===== config.mk =====
export PLATFORM = sky130hd
export DESIGN_NAME = controller_input_conditioner_flat
export DESIGN_NICKNAME = d
export VERILOG_FILES = /design/src/rtl/controller_input_conditioner_pkg.sv /design/src/rtl/controller_input_conditioner_if.sv /design/src/rtl/controller_input_conditioner_input_filter_channel.sv /design/src/rtl/controller_input_conditioner.sv /design/src/flat_wrapper.sv
export SDC_FILE = /design/constraint.sdc
export NUM_CORES = 1
export LEC_CHECK = 0
export BUFFER_PORTS_ARGS = -buffer_cell sky130_fd_sc_hd__buf_2
export CORE_ASPECT_RATIO = 1.5
export CORE_MARGIN = 2
export CORE_UTILIZATION = 54
export DETAILED_ROUTE_END_ITERATION = 8
export PLACE_DENSITY = 0.82
export REMOVE_ABC_BUFFERS = 1
export SLEW_MARGIN = 20
export SYNTH_ARGS = -nofsm -noshare
export SYNTH_HDL_FRONTEND = slang
export SYNTH_HIERARCHICAL = 1
export SYNTH_SLANG_ARGS = --single-unit
export TNS_END_PERCENT = 100

===== constraint.sdc =====
create_clock -name clock -period 3.7 [get_ports clock]
set_input_delay 0.555 -clock clock [delete_from_list [all_inputs] [get_ports clock]]
set_output_delay 0.555 -clock clock [all_outputs]
set_load 0.005 [all_outputs]

===== src/rtl/controller_input_conditioner_pkg.sv =====
// Shared types for the controller input conditioner.
// Glitch counting is built only when CONTROLLER_GLITCH_COUNT_EN is defined.
package controller_pkg;

    typedef enum logic [1:0] {
        MODE_AND  = 2'd0,
        MODE_OR   = 2'd1,
        MODE_SYM  = 2'd2,
        MODE_PASS = 2'd3
    } filter_mode_e;

    localparam int GLITCH_CNT_W = 8;

endpackage


===== src/rtl/controller_input_conditioner_if.sv =====
// Pad, logic-analyser and conditioned-level bundle of the input conditioner.
// Master drives the pads and controls; slave is the conditioner.
interface controller_input_conditioner_if #(
    parameter int NUM_CHANNELS = 3
);

    logic [NUM_CHANNELS-1:0]   io_in;
    logic [NUM_CHANNELS-1:0]   io_oeb;
    logic [2*NUM_CHANNELS-1:0] la_data_in;
    logic [2*NUM_CHANNELS-1:0] la_oenb;
    logic [2*NUM_CHANNELS-1:0] filter_mode;
    logic [NUM_CHANNELS-1:0]   level_out;
    logic [NUM_CHANNELS-1:0]   rise_pulse;
    logic [NUM_CHANNELS-1:0]   fall_pulse;

    modport master (
        output io_in, la_data_in, la_oenb, filter_mode,
        input  io_oeb, level_out, rise_pulse, fall_pulse
    );

    modport slave (
        input  io_in, la_data_in, la_oenb, filter_mode,
        output io_oeb, level_out, rise_pulse, fall_pulse
    );

endinterface


===== src/rtl/controller_input_conditioner_input_filter_channel.sv =====
// One conditioned channel: override flop, synchroniser, debounce, edges.
// Adds a saturating glitch counter with CONTROLLER_GLITCH_COUNT_EN.
module input_filter_channel
    import controller_pkg::*;
#(
    parameter int SYNC_STAGES  = 2,
    parameter int FILTER_DEPTH = 3,
    parameter bit RESET_BIT    = 1'b0
) (
    input  logic       clock,
    input  logic       reset,
    input  logic       pin,
    input  logic       ovr_en_n,
    input  logic       ovr_val,
    input  logic [1:0] mode,
    output logic       level,
    output logic       rise,
    output logic       fall
`ifdef CONTROLLER_GLITCH_COUNT_EN
    ,
    input  logic                    glitch_clear,
    output logic [GLITCH_CNT_W-1:0] glitch_cnt
`endif
);

    localparam int CW = $clog2(FILTER_DEPTH + 1);
    localparam logic [CW-1:0] CNT_LAST = CW'(FILTER_DEPTH - 1);

    logic                   in_r;
    logic [SYNC_STAGES-1:0] sync_q;
    filter_mode_e           mode_q;
    logic [CW-1:0]          cnt;
    logic [CW-1:0]          cnt_d;
    logic                   s;
    logic                   filt;
    logic                   level_d;

    assign s = sync_q[SYNC_STAGES-1];

    // filt: the pending transition toward s must be debounced
    always_comb begin
        filt = 1'b0;
        unique case (1'b1)
            (mode_q == MODE_AND):  filt = s;
            (mode_q == MODE_OR):   filt = ~s;
            (mode_q == MODE_SYM):  filt = 1'b1;
            (mode_q == MODE_PASS): filt = 1'b0;
        endcase
    end

    // A mode change only clears the counter; no transition that cycle
    always_comb begin
        level_d = level;
        cnt_d   = '0;
        if (mode == mode_q && s != level) begin
            if (filt && cnt != CNT_LAST) cnt_d = cnt + 1'b1;
            else level_d = s;
        end
    end

    always_ff @(posedge clock) begin
        if (reset) begin
            in_r   <= RESET_BIT;
            sync_q <= {SYNC_STAGES{RESET_BIT}};
            mode_q <= filter_mode_e'(mode);
            cnt    <= '0;
            level  <= RESET_BIT;
            rise   <= 1'b0;
            fall   <= 1'b0;
        end else begin
            in_r   <= ovr_en_n ? pin : ovr_val;
            sync_q <= {sync_q[SYNC_STAGES-2:0], in_r};
            mode_q <= filter_mode_e'(mode);
            cnt    <= cnt_d;
            level  <= level_d;
            rise   <= level_d & ~level;
            fall   <= ~level_d & level;
        end
    end

`ifdef CONTROLLER_GLITCH_COUNT_EN
    always_ff @(posedge clock) begin
        if (reset || glitch_clear) begin
            glitch_cnt <= '0;
        end else if (cnt != '0 && s == level && glitch_cnt != '1) begin
            glitch_cnt <= glitch_cnt + 1'b1;
        end
    end
`endif

endmodule


===== src/rtl/controller_input_conditioner.sv =====
// Parametrised input front-end: per-channel conditioning plus io_oeb muxing.
// CONTROLLER_GLITCH_COUNT_EN adds glitch_sel/glitch_clear/glitch_count.
module controller_input_conditioner
    import controller_pkg::*;
#(
    parameter int NUM_CHANNELS = 3,
    parameter int SYNC_STAGES  = 2,
    parameter int FILTER_DEPTH = 3,
    parameter logic [NUM_CHANNELS-1:0] RESET_VALUE = 3'b110,
    parameter logic [NUM_CHANNELS-1:0] OEB_DEFAULT = 3'b111,
    localparam int SEL_W = (NUM_CHANNELS > 1) ? $clog2(NUM_CHANNELS) : 1
) (
    input logic clock,
    input logic reset,
    controller_input_conditioner_if.slave bus
`ifdef CONTROLLER_GLITCH_COUNT_EN
    ,
    input  logic [SEL_W-1:0]        glitch_sel,
    input  logic                    glitch_clear,
    output logic [GLITCH_CNT_W-1:0] glitch_count
`endif
);

    localparam int N = NUM_CHANNELS;

    always_ff @(posedge clock) begin
        if (reset) begin
            bus.io_oeb <= OEB_DEFAULT;
        end else begin
            bus.io_oeb <= (bus.la_oenb[N-1:0] & OEB_DEFAULT)
                        | (~bus.la_oenb[N-1:0] & bus.la_data_in[N-1:0]);
        end
    end

`ifdef CONTROLLER_GLITCH_COUNT_EN
    logic [GLITCH_CNT_W-1:0] gcnt [N];
`endif

    for (genvar i = 0; i < N; i++) begin : g_ch
        input_filter_channel #(
            .SYNC_STAGES  (SYNC_STAGES),
            .FILTER_DEPTH (FILTER_DEPTH),
            .RESET_BIT    (RESET_VALUE[i])
        ) u_ch (
            .clock    (clock),
            .reset    (reset),
            .pin      (bus.io_in[i]),
            .ovr_en_n (bus.la_oenb[N+i]),
            .ovr_val  (bus.la_data_in[N+i]),
            .mode     (bus.filter_mode[2*i+:2]),
            .level    (bus.level_out[i]),
            .rise     (bus.rise_pulse[i]),
            .fall     (bus.fall_pulse[i])
`ifdef CONTROLLER_GLITCH_COUNT_EN
            ,
            .glitch_clear (glitch_clear),
            .glitch_cnt   (gcnt[i])
`endif
        );
    end

`ifdef CONTROLLER_GLITCH_COUNT_EN
    always_ff @(posedge clock) begin
        if (reset) begin
            glitch_count <= '0;
        end else if (int'(glitch_sel) < N) begin
            glitch_count <= gcnt[glitch_sel];
        end else begin
            glitch_count <= '0;
        end
    end
`endif

endmodule


===== src/flat_wrapper.sv =====
// flat-port wrapper written by rule: the top's interface ports become plain ports
module controller_input_conditioner_flat import controller_pkg::*;
#(
    parameter int NUM_CHANNELS = 3,
    parameter int SYNC_STAGES  = 2,
    parameter int FILTER_DEPTH = 3,
    parameter logic [NUM_CHANNELS-1:0] RESET_VALUE = 3'b110,
    parameter logic [NUM_CHANNELS-1:0] OEB_DEFAULT = 3'b111,
    localparam int SEL_W = (NUM_CHANNELS > 1) ? $clog2(NUM_CHANNELS) : 1
)
  (clock, reset, bus_io_in, bus_la_data_in, bus_la_oenb, bus_filter_mode, bus_io_oeb, bus_level_out, bus_rise_pulse, bus_fall_pulse);
  controller_input_conditioner_if #(.NUM_CHANNELS(NUM_CHANNELS)) bus_i ();
  input logic clock;
  input logic reset;
  input wire logic [$bits(bus_i.io_in)-1:0] bus_io_in;
  input wire logic [$bits(bus_i.la_data_in)-1:0] bus_la_data_in;
  input wire logic [$bits(bus_i.la_oenb)-1:0] bus_la_oenb;
  input wire logic [$bits(bus_i.filter_mode)-1:0] bus_filter_mode;
  output wire logic [$bits(bus_i.io_oeb)-1:0] bus_io_oeb;
  output wire logic [$bits(bus_i.level_out)-1:0] bus_level_out;
  output wire logic [$bits(bus_i.rise_pulse)-1:0] bus_rise_pulse;
  output wire logic [$bits(bus_i.fall_pulse)-1:0] bus_fall_pulse;
  assign bus_i.io_in = bus_io_in;
  assign bus_i.la_data_in = bus_la_data_in;
  assign bus_i.la_oenb = bus_la_oenb;
  assign bus_i.filter_mode = bus_filter_mode;
  assign bus_io_oeb = bus_i.io_oeb;
  assign bus_level_out = bus_i.level_out;
  assign bus_rise_pulse = bus_i.rise_pulse;
  assign bus_fall_pulse = bus_i.fall_pulse;
  controller_input_conditioner #(.NUM_CHANNELS(NUM_CHANNELS), .SYNC_STAGES(SYNC_STAGES), .FILTER_DEPTH(FILTER_DEPTH), .RESET_VALUE(RESET_VALUE), .OEB_DEFAULT(OEB_DEFAULT)) u_core (.clock(clock), .reset(reset), .bus(bus_i));
endmodule

Word-level counts from Yosys, hierarchy flattened. Index checks and enable logic that the tools add are counted.

Flip-flop bits (word level): 33. Bits in latches: 0. Bits in writable memories: 0. ROM bits: 0. Bits of input ports: 23. Output and inout bits: 12. Word-level logic and storage cells: 91. Memories kept: 0.

Add/subtract/negate cells: 3. Multipliers: 0. Divide/modulo/power cells: 0. $lt $le $gt $ge: 0. Eq/ne operators: 18. Shifts and indexed selects: 0. Muxes and demuxes: 12. Bitwise gates (word level): 24. Reductions and logical operators: 12.

Operator list (number): $not A1 Y1 (15); $eq A2 B2 Y1 const B (6); $pmux W1 S4 (3); $mux W1 (9); $reduce_or A3 Y1 (3); $add A2 B1 Y2 const B (3); $and A1 B1 Y1 (6); $eq A2 B1 Y1 const B (3); $eq A2 B2 Y1 (3); $logic_and A1 B1 Y1 (6); $logic_not A2 Y1 (3); $ne A2 B2 Y1 const B (3); $and A3 B3 Y3 (1); $ne A1 B1 Y1 (3); $not A3 Y3 (1); $or A3 B3 Y3 (1).

Depth between registers and ports, before layout. Gate-level depths: netlist of run 1.

Depth in word-level cells: 7. Depth in mapped cells: 6. Mapped depth without buffers: 6.

Cells and area by module. The synthesis of run 1 kept the hierarchy.

By module, submodules not included: input_filter_channel (u_core.g_ch[1].u_ch ...) (instances 2, cells each 39, area each 397.9 um^2, sequential area each 200.2 um^2); input_filter_channel (u_core.g_ch[0].u_ch) (instances 1, cells each 39, area each 402.9 um^2, sequential area each 200.2 um^2); controller_input_conditioner (instances 1, cells each 6, area each 78.8 um^2, sequential area each 60.1 um^2).

Least setup slack after synthesis of run 1. OpenSTA, ideal clock, no wires.

Kind: register to register. Start: register u_core.g_ch[0].u_ch.cnt[0]. End: register u_core.g_ch[0].u_ch.level. Library setup time: 72 ps. Arrival: 1174 ps. Data required time: 3628 ps. Setup slack: 2454 ps. Stages on the path, launching flop included: 7. Path buffers: 0. Period minus slack after synthesis: 1246 ps. Path through: dfxtp_1 > inv_1 > ha_1 > nand2b_1 > o2bb2ai_1 > a2bb2oi_2 > mux2i_1.

Cells in the longest elaborated chain, start to end: 4.

Ends and longest elaborated chain: start, declared (RTL line controller_input_conditioner_input_filter_channel.sv:32) `logic [CW-1:0] cnt;`; start signal, assigned (RTL line controller_input_conditioner_input_filter_channel.sv:74) `cnt <= cnt_d;`; $ne A2 B2 Y1 (RTL line controller_input_conditioner_input_filter_channel.sv:56) `if (filt && cnt != CNT_LAST) cnt_d = cnt + 1'b1;`; $logic_and A1 B1 Y1 (RTL line controller_input_conditioner_input_filter_channel.sv:56); $mux W1 (RTL line controller_input_conditioner_input_filter_channel.sv:56); $mux W1 (RTL line controller_input_conditioner_input_filter_channel.sv:55) `if (mode == mode_q && s != level) begin`; end signal, assigned (RTL line controller_input_conditioner_input_filter_channel.sv:75) `level <= level_d;`; end, declared (RTL line controller_input_conditioner_input_filter_channel.sv:16) `output logic level,`.

Every way passes these cells. A chain may end at the register's enable or synchronous reset.

Final worst setup path of run 1.
Start: register u_core.g_ch[0].u_ch.level. End: output bus_level_out[0].

RTL lines: end, declared (RTL line flat_wrapper.sv:20) `output wire logic [$bits(bus_i.level_out)-1:0] bus_level_out;`.

No word-level cell between the ends.

==> results.tsv, run 1 <==
stage	metric	value	unit
sta	fmax	0.691	GHz
clocking	clk_latency	0.33	ns
place	pre_cts_ws	2.14	ns
power	leakage	0.657	nW
critical_path	crit_required	3.14	ns
floorplan	ios	35	
logic_synthesis	synth.avg_cell_area	10.4	um^2
clocking	path_clk_slew	0.09	ns
sta	fin_worst_skew	0.00883	ns
sta	setup_slack	2.25	ns
clocking	root_buffer	clkbuf_4	
detailed_routing	routed_wl	2.27	mm
sta	max_slew_margin	0.721	
critical_path	cp.arrival	0.89	ns
global_routing	antenna_found_initial	0	
sta	final_hold_viol_count	0	
floorplan	num_rows	21	
final_layout	drive_above_1_share	0.292	
critical_path	critPathBufInv	1	
sta	rsz0062_at_grt	false	
place	dpl.hpwl	1.73	mm
critical_path	path_delay_family	flip-flops	
final_layout	insertedDiodeCount	0	
critical_path	critPathMaxFanout	5	
detailed_routing	vias	1014	
detailed_routing	drt_first_pass_iters	4	
floorplan	fp.dieW	43.7	um
sta	min_period_over_period	0.391	
clocking	cts_buffer_depth	2	
critical_path	crit_path_max_incr_delay	0.42	ns
place	io_buffers	34	
final_layout	nets	187	
detailed_routing	routed_via_density	5.51	
global_routing	grt_max_degree	28	
detailed_routing	avgRoutedWirePerCell	12.3	um
floorplan	core-area	0.00223	mm^2
sta	min_period	1.45	ns
global_routing	grt_pass1_wl	4.11	mm
power	p_per_area	412	mW/mm^2
global_routing	overflow	0	
critical_path	crit_chain	buf_2	
detailed_routing	ant_nets	0	
floorplan	die_area	0.00278	mm^2
logic_synthesis	yosysWarnings	6	
sta	tightest_slew	0.418	ns
floorplan	die_y	63.6	um
clocking	clock-sinks	33	
critical_path	end_kind	output port	
clocking	post-cts-setup-buffers	0	
logic_synthesis	yosysUniqueCellTypes	22	
critical_path	crit_type	flip-flop to output port	
sta	slew_viol_final	0	
floorplan	start_util	0.572	
sta	setup_tns	0	ns
power	p_total	617	uW
job	timing.max_cap.violations	0	
logic_synthesis	netlist_area	0.00128	mm^2
logic_synthesis	synthCells	123	
clocking	ctsHoldBuffers	0	
place	finalWeightedCongestion	0.754	
clocking	cts_resized	0	
min_path	hold_class	primary input to flip-flop	
clocking	numCtsBuffers	5	
detailed_routing	drc	0	
status	status	finished, final reports clean	
clocking	cts.htree.levels	2	
global_routing	gr-usage-all-layers	0.201	
final_layout	syn_to_final_growth	17.2	%
critical_path	worst_setup_path_start_kind	flip-flop	
global_routing	grt_pass1_vias	1007	
power	peakVddDrop	306	uV
detailed_routing	drt_iter0_drc	13	
clocking	cts_tree	yes	
logic_synthesis	ys_seq_area_frac	0.517	
critical_path	critPathSlowestCell	dfxtp_1	
logic_synthesis	synth_seq_cells	33	
sta	setup_viol	0	
==> power breakdown <==
group | total (mW) | switching (mW) | internal [mW]
registers | 0.373 | 0.00763 | 0.365
clock network | 0.194 | 0.104 | 0.0895
logic | 0.0510 | 0.0242 | 0.0268
==> synth_stat cells <==
cell type / instances / share of area
o21bai_1: 3 / 0.018
nor3_1: 3 / 0.012
nor4b_1: 6 / 0.041
mux2i_1: 4 / 0.031
ha_1: 3 / 0.029
nand2_1: 6 / 0.018
a21boi_1: 3 / 0.018
or2b_1: 1 / 0.0059
a2bb2oi_2: 3 / 0.035
o2bb2ai_1: 3 / 0.021
or2_2: 4 / 0.020
xor2_1: 6 / 0.041
nor2_1: 20 / 0.059
nand3_1: 3 / 0.012
o32ai_1: 3 / 0.021
buf_6: 3 / 0.026
dfxtp_1: 33 / 0.52
nor2b_1: 4 / 0.020
a211o_1: 2 / 0.014
inv_1: 3 / 0.0088
or3_1: 3 / 0.015
nand2b_1: 4 / 0.020
==> layout by cell type (no fill, tap or decap) <==
| cell type | instances |
|---|---|
| nand3_1 | 3 |
| a21boi_1 | 3 |
| or2b_1 | 1 |
| or3_1 | 3 |
| nor4b_1 | 6 |
| nor2b_1 | 4 |
| clkbuf_4 | 5 |
| buf_2 | 34 |
| o32ai_1 | 3 |
| or2_2 | 4 |
| mux2i_1 | 4 |
| nor3_1 | 3 |
| xor2_1 | 6 |
| ha_1 | 3 |
| nand2b_1 | 4 |
| a211o_1 | 2 |
| clkbuf_1 | 1 |
| nand2_1 | 6 |
| o2bb2ai_1 | 3 |
| a2bb2oi_2 | 3 |
| dfxtp_1 | 33 |
| clkbuf_8 | 1 |
| inv_1 | 3 |
| o21bai_1 | 3 |
| nor2_1 | 20 |
==> flip-flops by register name, indices dropped and copies added, names as in the netlist <==
register / flops
u_core/g_ch.u_ch/cnt: 6
u_core/g_ch.u_ch/mode_q: 6
u_core/g_ch.u_ch/sync_q: 6
u_core/g_ch.u_ch/in_r: 3
u_core/g_ch.u_ch/rise: 3
u_core/g_ch.u_ch/level: 3
u_core/g_ch.u_ch/fall: 3
u_core/bus.io_oeb: 3
==> final cells by class <==
cell class	count	area (um^2)
clock buffer	7	55.1
fill	203	736
inverter	3	11.3
multi-input combinational	84	572
sequential	33	661
tap	23	28.8
timing repair buffer	34	170
==> through the flow <==
step	util	std cells	hold WS (ns)	instance area, um^2
after floorplan	-	120	0.389	1240
after global placement	0.646	177	0.392	1440
after detailed placement	0.646	177	0.393	1440
after CTS	0.671	184	0.350	1500
after global routing	0.671	184	0.328	1500
final	0.671	184	0.366	1500
==> cell families after synthesis <==
family | Yosys count | share of synthesized area
AND/OR/NAND/NOR | 54 | 0.220
flip-flops | 33 | 0.517
AO/OA/AOI/OAI | 17 | 0.125
XOR/XNOR | 6 | 0.0411
buffers and inverters | 6 | 0.0353
multiplexers | 4 | 0.0313
adder cells (fa/ha/maj) | 3 | 0.0294
==> worst paths after layout <==
path | startpoint | to | slack [ns] | cells after the start
max | u_core/g_ch[0].u_ch/level$_SDFF_PP0_ | bus_level_out[0] | 2.25 | 1
min | bus_filter_mode[4] | u_core/g_ch[2].u_ch/mode_q[0]$_DFF_P_ | 0.37 | 1
max reg2reg | u_core/g_ch[1].u_ch/cnt[0]$_SDFF_PP0_ | u_core/g_ch[1].u_ch/level$_SDFF_PP1_ | 2.29 | 6
min reg2reg | u_core/g_ch[1].u_ch/sync_q[0]$_SDFF_PP1_ | u_core/g_ch[1].u_ch/sync_q[1]$_SDFF_PP1_ | 0.41 | 1
==> metal layers <==
metal,GRT usage,vias to the layer above,part of all wire
li1,-,499,-
met1,0.186,468,0.36
met2,0.355,40,0.55
met3,0.0888,7,0.070
met4,0.102,0,0.025
met5,0,-,0
Note: power is estimated with default switching activity, not from simulation.
==> run 2, diff against run 1 <==
--- a/config.mk
+++ b/config.mk
@@ -5,12 +5,13 @@
 export SDC_FILE = /design/constraint.sdc
 export NUM_CORES = 1
 export LEC_CHECK = 0
+export ABC_AREA = 1
 export BUFFER_PORTS_ARGS = -buffer_cell sky130_fd_sc_hd__buf_2
 export CORE_ASPECT_RATIO = 1.5
 export CORE_MARGIN = 2
-export CORE_UTILIZATION = 54
+export CORE_UTILIZATION = 50
 export DETAILED_ROUTE_END_ITERATION = 8
-export PLACE_DENSITY = 0.82
+export PLACE_DENSITY = 0.77
 export REMOVE_ABC_BUFFERS = 1
 export SLEW_MARGIN = 20
 export SYNTH_ARGS = -nofsm -noshare
==> constraint.sdc (replaced) <==
create_clock -name clock -period 1.4 [get_ports clock]
set_input_delay 0.21 -clock clock [delete_from_list [all_inputs] [get_ports clock]]
set_output_delay 0.21 -clock clock [all_outputs]
set_load 0.005 [all_outputs]
==> run 2 against run 1 <==
  * Setup slack worse by 2.0 ns
  * Flip-flop and latch count unchanged
  * Sequential power grew to 2.7 times the previous value
  * Critical path depth increased by 8
  * Synthesized cell count up 28%
  * Routed wire length decreased by 4.7%
  * Combinational power grew to 3.3 times the previous value
  * Critical endpoint is now u_core/g_ch[0].u_ch/level$_SDFF_PP0_
==> results.tsv, run 2 <==
stage	metric	value	unit	change
status	status	finished, final reports clean		
sta	fin_worst_skew	0.00512	ns	-0.00371 ns
clocking	numCtsBuffers	5		unchanged
floorplan	die_y	65.5	um	+3.0%
sta	fmax	0.841	GHz	
critical_path	worst_setup_path_start_kind	primary input		
job	timing.max_cap.violations	0		unchanged
critical_path	crit_type	primary input to flip-flop		
place	dpl.hpwl	1.67	mm	-3.4%
logic_synthesis	synth_edf_count	0		unchanged
global_routing	antenna_found_initial	0		unchanged
min_path	min_to	u_core/g_ch[1].u_ch/mode_q[1]$_DFF_P_		
sta	min_period	1.19	ns	
logic_synthesis	ys.flop_type	dfxtp_1		
clocking	ctsHoldBuffers	3		+3
global_routing	gr-usage-all-layers	0.173		-0.0282
power	peakVddDrop	806	uV	+160%
final_layout	layout_common_cells	buf_2 (34), nand2_1 (33), dfxtp_1 (33)		
floorplan	num_rows	22		+4.8%
detailed_routing	drt_first_pass_iters	4		unchanged
final_layout	nets	229		+22%
global_routing	grt_max_degree	19		-32%
sta	tightest_slew	0.301	ns	-0.117 ns
detailed_routing	vias	1077		+6.2%
final_layout	finalCoreUtilization	0.644		-0.0265
critical_path	reg2regPathDepth	5		-1
detailed_routing	routed_via_density	4.72		-14%
clocking	cts_buffer_depth	2		unchanged
detailed_routing	ant_nets	0		unchanged
min_path	hold_class	primary input to flip-flop		
floorplan	core-area	0.00242	mm^2	+8.5%
final_layout	drive_above_1_share	0.289		-0.00271
sta	setup_viol	0		unchanged
critical_path	regToRegSetupSlack	0.27	ns	-2.02 ns
logic_synthesis	yosysWarnings	6		unchanged
critical_path	crit_required	1.66	ns	-1.48 ns
clocking	cts.htree.levels	2		unchanged
detailed_routing	drt_iter0_drc	19		+6
global_routing	grt_pass1_wl	3.71	mm	-9.7%
clocking	cts_tree	yes		
global_routing	grt_pass1_vias	1006		-0.099%
place	io_buffers	34		unchanged
min_path	min_path_cells	1		unchanged
logic_synthesis	yosysUniqueCellTypes	17		-23%
sta	setup_tns	0	ns	unchanged
global_routing	overflow	0		unchanged
logic_synthesis	yosysTopAreaCellShare	0.525		+0.00771
critical_path	critPathMaxFanout	4		-1
place	finalWeightedCongestion	0.765		+1.5%
critical_path	cp.arrival	1.45	ns	+0.56 ns
critical_path	end_kind	flip-flop		
critical_path	r2r_start	u_core/g_ch[2].u_ch/cnt[0]$_SDFF_PP0_		
detailed_routing	drc	0		unchanged
clocking	path_clk_slew	0.09	ns	about the same
floorplan	start_util	0.520		-0.0524
power	p_per_area	1050	mW/mm^2	+150%
clocking	cts_resized	0		unchanged
logic_synthesis	synth_seq_cells	33		unchanged
floorplan	ios	35		unchanged
logic_synthesis	yosysTopAreaCell	dfxtp_1		
clocking	post-cts-setup-buffers	0		unchanged
final_layout	final_common_cell	buf_2		
sta	max_slew_margin	0.799		+0.0782
floorplan	fp.dieW	45.0	um	+2.9%
min_path	hp-start	bus_filter_mode[3]		
detailed_routing	routed_wl	2.17	mm	-4.7%
clocking	clk_latency	0.32	ns	about the same
logic_synthesis	ys_seq_area_frac	0.525		+0.00771
logic_synthesis	synth_common_cells	dfxtp_1 (33), nand2_1 (33), inv_1 (29)		
detailed_routing	avgRoutedWirePerCell	9.50	um	-23%
logic_synthesis	synthCells	157		+28%
logic_synthesis	synth.area.top_cells	dfxtp_1 (52%), nand2_1 (9.8%), inv_1 (8.6%)		
logic_synthesis	synth.avg_cell_area	8.02	um^2	-23%
sta	final_hold_viol_count	0		unchanged
clocking	root_buffer	clkbuf_4		
sta	min_period_over_period	0.849		
power	leakage	0.810	nW	+23%
sta	rsz0062_at_grt	false		
logic_synthesis	netlist_area	0.00126	mm^2	-1.5%
floorplan	die_area	0.00294	mm^2	+5.9%
final_layout	insertedDiodeCount	0		unchanged
logic_synthesis	async_flop_share	0		unchanged
final_layout	reg_top3	u_core/g_ch.u_ch/cnt (6), u_core/g_ch.u_ch/mode_q (6), u_core/g_ch.u_ch/sync_q (6)		
final_layout	syn_to_final_growth	24.0	%	
sta	slew_viol_final	0		unchanged
clocking	clock-sinks	33		unchanged
critical_path	r2r_end	u_core/g_ch[2].u_ch/level$_SDFF_PP1_		
run 2: cell count changes after synthesis, moves of 5 or more:
cell	change
inv_1	+26
nor2_1	-5
o21ai_0	+6
xor2_1	-6
nand2_1	+27
a21oi_1	+5
nor4b_1	-6
run 2: cell type report:
class / count / area (um^2)
Clock inverter: 2 / 10.0
Multi-Input combinational cell: 93 / 482
Timing Repair Buffer: 39 / 220
Sequential cell: 33 / 661
Tap cell: 24 / 30.0
Inverter: 31 / 116
Clock buffer: 6 / 41.3
Fill cell: 209 / 862
run 2: per-layer routing:
metal | wire length [um] | global-route usage | part of all wire | up-vias
met5 | 0 | 0 | 0 | -
met4 | 25 | 0.103 | 0.012 | 0
met3 | 147 | 0.0742 | 0.068 | 2
met2 | 1150 | 0.282 | 0.53 | 30
met1 | 840 | 0.177 | 0.39 | 474
li1 | - | - | - | 571
run 2: kinds of logic after synthesis:
group | synth area share
and+or+nand+nor | 0.309
DFF | 0.525
buffers and inverters | 0.0924
AOI/OAI and AO/OA | 0.0437
adders and majority gates | 0.0298
run 2: power breakdown:
group	leakage, nW	switching [mW]	internal, mW
logic	0.507	0.0902	0.0759
registers	0.271	0.0185	0.970
clock network	0.0320	0.288	0.191
total	0.810	0.397	1.24
run 2: critical path, stage by stage:
cell	delay, ns
dlygate4sd3_1	0.53
buf_2	0.13
nand2_1	0.06
nand2_1	0.06
nor2_2	0.14
nand3_2	0.12
nand2_1	0.08
nand2_1	0.04
nor2_1	0.08
run 2: per-stage QoR:
stage,area (um^2),std cells,setup slack (ns),power [mW],hold WS [ns]
floorplan,1260,157,0.375,1.10,0.238
detailed placement,1460,215,0.285,1.17,0.345
global placement,1460,215,0.354,1.16,0.340
finish,1560,228,0.212,1.63,0.0250
CTS,1540,226,0.234,1.66,0.00484
global route,1560,228,0.0866,1.74,0.00323
run 2: worst max path at each step:
stage                                               start                              endpoint  cells past startpoint
finish                                 bus_filter_mode[1]  u_core/g_ch[0].u_ch/level$_SDFF_PP0_                      9
global route                           bus_filter_mode[1]  u_core/g_ch[0].u_ch/level$_SDFF_PP0_                     10
CTS                                    bus_filter_mode[1]  u_core/g_ch[0].u_ch/level$_SDFF_PP0_                      9
detailed placement  u_core/g_ch[1].u_ch/cnt[0]$_SDFF_PP0_  u_core/g_ch[1].u_ch/level$_SDFF_PP1_                      5
global placement    u_core/g_ch[2].u_ch/cnt[0]$_SDFF_PP0_  u_core/g_ch[2].u_ch/level$_SDFF_PP1_                      5
floorplan           u_core/g_ch[1].u_ch/cnt[0]$_SDFF_PP0_  u_core/g_ch[1].u_ch/level$_SDFF_PP1_                      5
==> run 3, diff against run 2 <==
==> constraint.sdc (replaced) <==
create_clock -name clock -period 1.18 [get_ports clock]
set_input_delay 0.177 -clock clock [delete_from_list [all_inputs] [get_ports clock]]
set_output_delay 0.177 -clock clock [all_outputs]
set_load 0.005 [all_outputs]
==> run 3 against run 2 <==
  * Utilization rose by 1.1 points
  * Critical endpoint is now u_core/g_ch[2].u_ch/level$_SDFF_PP1_
  * Largest cell class unchanged
  * Sequential share of layout area fell by 0.50 points
  * Via count rose by 0.46%
  * Largest power group unchanged
  * Clock skew barely moved
  * Final area rose by 1.8%
==> results.tsv, run 3 (same netlist as run 2, synthesis figures left out) <==
stage	metric	value	unit	change
status	status	finished, final reports clean		
floorplan	fp.dieW	45.0	um	unchanged
floorplan	ios	35		unchanged
detailed_routing	vias	1082		+0.46%
critical_path	crit_path_max_incr_delay	0.35	ns	-0.18 ns
sta	min_period	1.14	ns	
floorplan	num_rows	22		unchanged
critical_path	reg2regPathDepth	4		-1
min_path	min_path_cells	3		+2
global_routing	antenna_found_initial	0		unchanged
detailed_routing	routed_wl	2.29	mm	+5.9%
detailed_routing	drt_iter0_drc	11		-8
detailed_routing	wl_met2	1.25	mm	+8.9%
floorplan	die_area	0.00294	mm^2	unchanged
clocking	clk_latency	0.32	ns	about the same
clocking	root_buffer	clkbuf_4		
detailed_routing	top_layer_used	met4		
final_layout	stdcell_area	0.00159	mm^2	+1.8%
sta	fin_worst_skew	0.00530	ns	+0.000177 ns
critical_path	critPathMaxFanout	5		+1
critical_path	critPathSlowestCell	o21ai_0		
place	finalWeightedCongestion	0.766		about the same
place	io_buffers	34		unchanged
global_routing	grt_pass1_wl	3.80	mm	+2.6%
global_routing	grt_max_degree	19		unchanged
sta	min_period_over_period	0.962		
critical_path	crit_required	1.40	ns	-0.26 ns
clocking	clock-sinks	33		unchanged
detailed_routing	drt_first_pass_iters	4		unchanged
final_layout	insertedDiodeCount	0		unchanged
clocking	numCtsBuffers	5		unchanged
sta	slew_viol_final	0		unchanged
global_routing	gr-usage-all-layers	0.177		+0.00386
min_path	hold_class	primary input to flip-flop		
global_routing	grt_pass1_vias	1039		+3.3%
critical_path	regToRegSetupSlack	0.04	ns	-0.23 ns
power	peakVddDrop	959	uV	+19%
floorplan	die_y	65.5	um	unchanged
final_layout	drive_above_1_share	0.310		+0.0211
critical_path	cp.arrival	1.35	ns	-0.10 ns
sta	setup_viol	0		unchanged
critical_path	worst_setup_path_start_kind	flip-flop		
sta	max_slew_margin	0.743		-0.0567
power	p_total	1.95	mW	+19%
place	dpl_cell_area	0.00146	mm^2	unchanged
detailed_routing	routed_via_density	4.77		+0.91%
critical_path	end_kind	flip-flop		
sta	final_hold_viol_count	0		unchanged
floorplan	core-area	0.00242	mm^2	unchanged
clocking	cts_tree	yes		
final_layout	nets	228		-0.44%
sta	tightest_slew	0.382	ns	+0.0810 ns
sta	rsz0062_at_grt	true		
sta	fmax	0.881	GHz	
sta	worst_hold_slack	0.0238	ns	-0.00119 ns
final_layout	syn_to_final_growth	26.1	%	
job	timing.max_cap.violations	0		unchanged
floorplan	start_util	0.520		unchanged
final_layout	layout_common_cells	nand2_1 (33), buf_2 (32), dfxtp_1 (30)		
detailed_routing	route.met3.wl	155	um	+5.4%
power	leakage	0.826	nW	+1.9%
detailed_routing	ant_nets	0		unchanged
detailed_routing	avgRoutedWirePerCell	10.1	um	+6.3%
detailed_routing	met1_length	856	um	+1.9%
clocking	path_clk_slew	0.09	ns	about the same
critical_path	crit_type	flip-flop to flip-flop		
final_layout	final_common_cell	nand2_1		
place	dpl.hpwl	1.67	mm	unchanged
clocking	cts_buffer_depth	2		unchanged
critical_path	crit_chain	o21ai_0, nand3b_4, nand3_2, nand3_1		
clocking	cts.htree.levels	2		unchanged
global_routing	overflow	0		unchanged
power	p_per_area	1230	mW/mm^2	+17%
final_layout	reg_top3	u_core/g_ch.u_ch/cnt (6), u_core/g_ch.u_ch/mode_q (6), u_core/g_ch.u_ch/sync_q (6)		
detailed_routing	drc	0		unchanged
[run 3: cell count changes in the layout (fill, tap and decap cells not counted)]
cell            previous run  this run
dfxtp_2                    0         3
inv_2                      2         3
buf_2                     34        32
dlygate4sd3_1              5         4
nand3_1                    7         5
nand3b_2                   2         1
nand3_2                    3         5
nand3b_4                   0         1
dlymetal6s4s_1             0         2
dfxtp_1                   33        30
inv_1                     29        28
[run 3: routing by layer]
metal	track usage	up-vias
met2	0.291	30
met1	0.180	481
met3	0.0742	2
met4	0.103	0
li1	-	569
met5	0	-
[run 3: area by class of cell]
type | count | area (um^2)
Tap cell | 24 | 30.0
Clock buffer | 6 | 41.3
Multi-Input combinational cell | 93 | 500
Clock inverter | 2 | 10.0
Inverter | 31 | 116
Sequential cell | 33 | 664
Timing Repair Buffer | 38 | 225
Fill cell | 206 | 835
[run 3: stage by stage]
step	cells	setup TNS [ns]	util	setup slack (ns)
2_1_floorplan	157	0	-	0.155
3_3_place_gp	215	0	0.602	0.134
3_5_place_dp	215	0	0.602	0.0646
4_1_cts	229	0	0.648	0.0379
5_1_grt	227	-0.0587	0.655	-0.0209
6_report	227	0	0.655	0.0446
[run 3: worst paths after layout]
kind / start / to
min: bus_la_oenb[2] / u_core/bus.io_oeb[2]$_SDFF_PP1_
min reg2reg: u_core/g_ch[0].u_ch/cnt[0]$_SDFF_PP0_ / u_core/g_ch[0].u_ch/cnt[0]$_SDFF_PP0_
max reg2reg: u_core/g_ch[2].u_ch/mode_q[1]$_DFF_P_ / u_core/g_ch[2].u_ch/level$_SDFF_PP1_
max: u_core/g_ch[2].u_ch/mode_q[1]$_DFF_P_ / u_core/g_ch[2].u_ch/level$_SDFF_PP1_
[run 3: worst max-delay path: cells and delay by family (launching register included)]
kind / cells / cell delay, ns
compound gates: 1 / 0.35
flops: 1 / 0.34
simple gates: 3 / 0.33
[run 3: timing repair]
item                                    4_1_cts  5_1_grt
hold buffers                                  6        0
resized for setup                             0        9
endpoints found under the hold margin         6        0
endpoints found under the setup margin        0        8
setup buffers                                 0        0
[run 3: power by group]
| part | total (mW) | internal, mW | switching [mW] |
|---|---|---|---|
| combinational | 0.205 | 0.0934 | 0.111 |
| sequential | 1.17 | 1.15 | 0.0229 |
| clock | 0.571 | 0.227 | 0.344 |
| total | 1.95 | 1.47 | 0.478 |
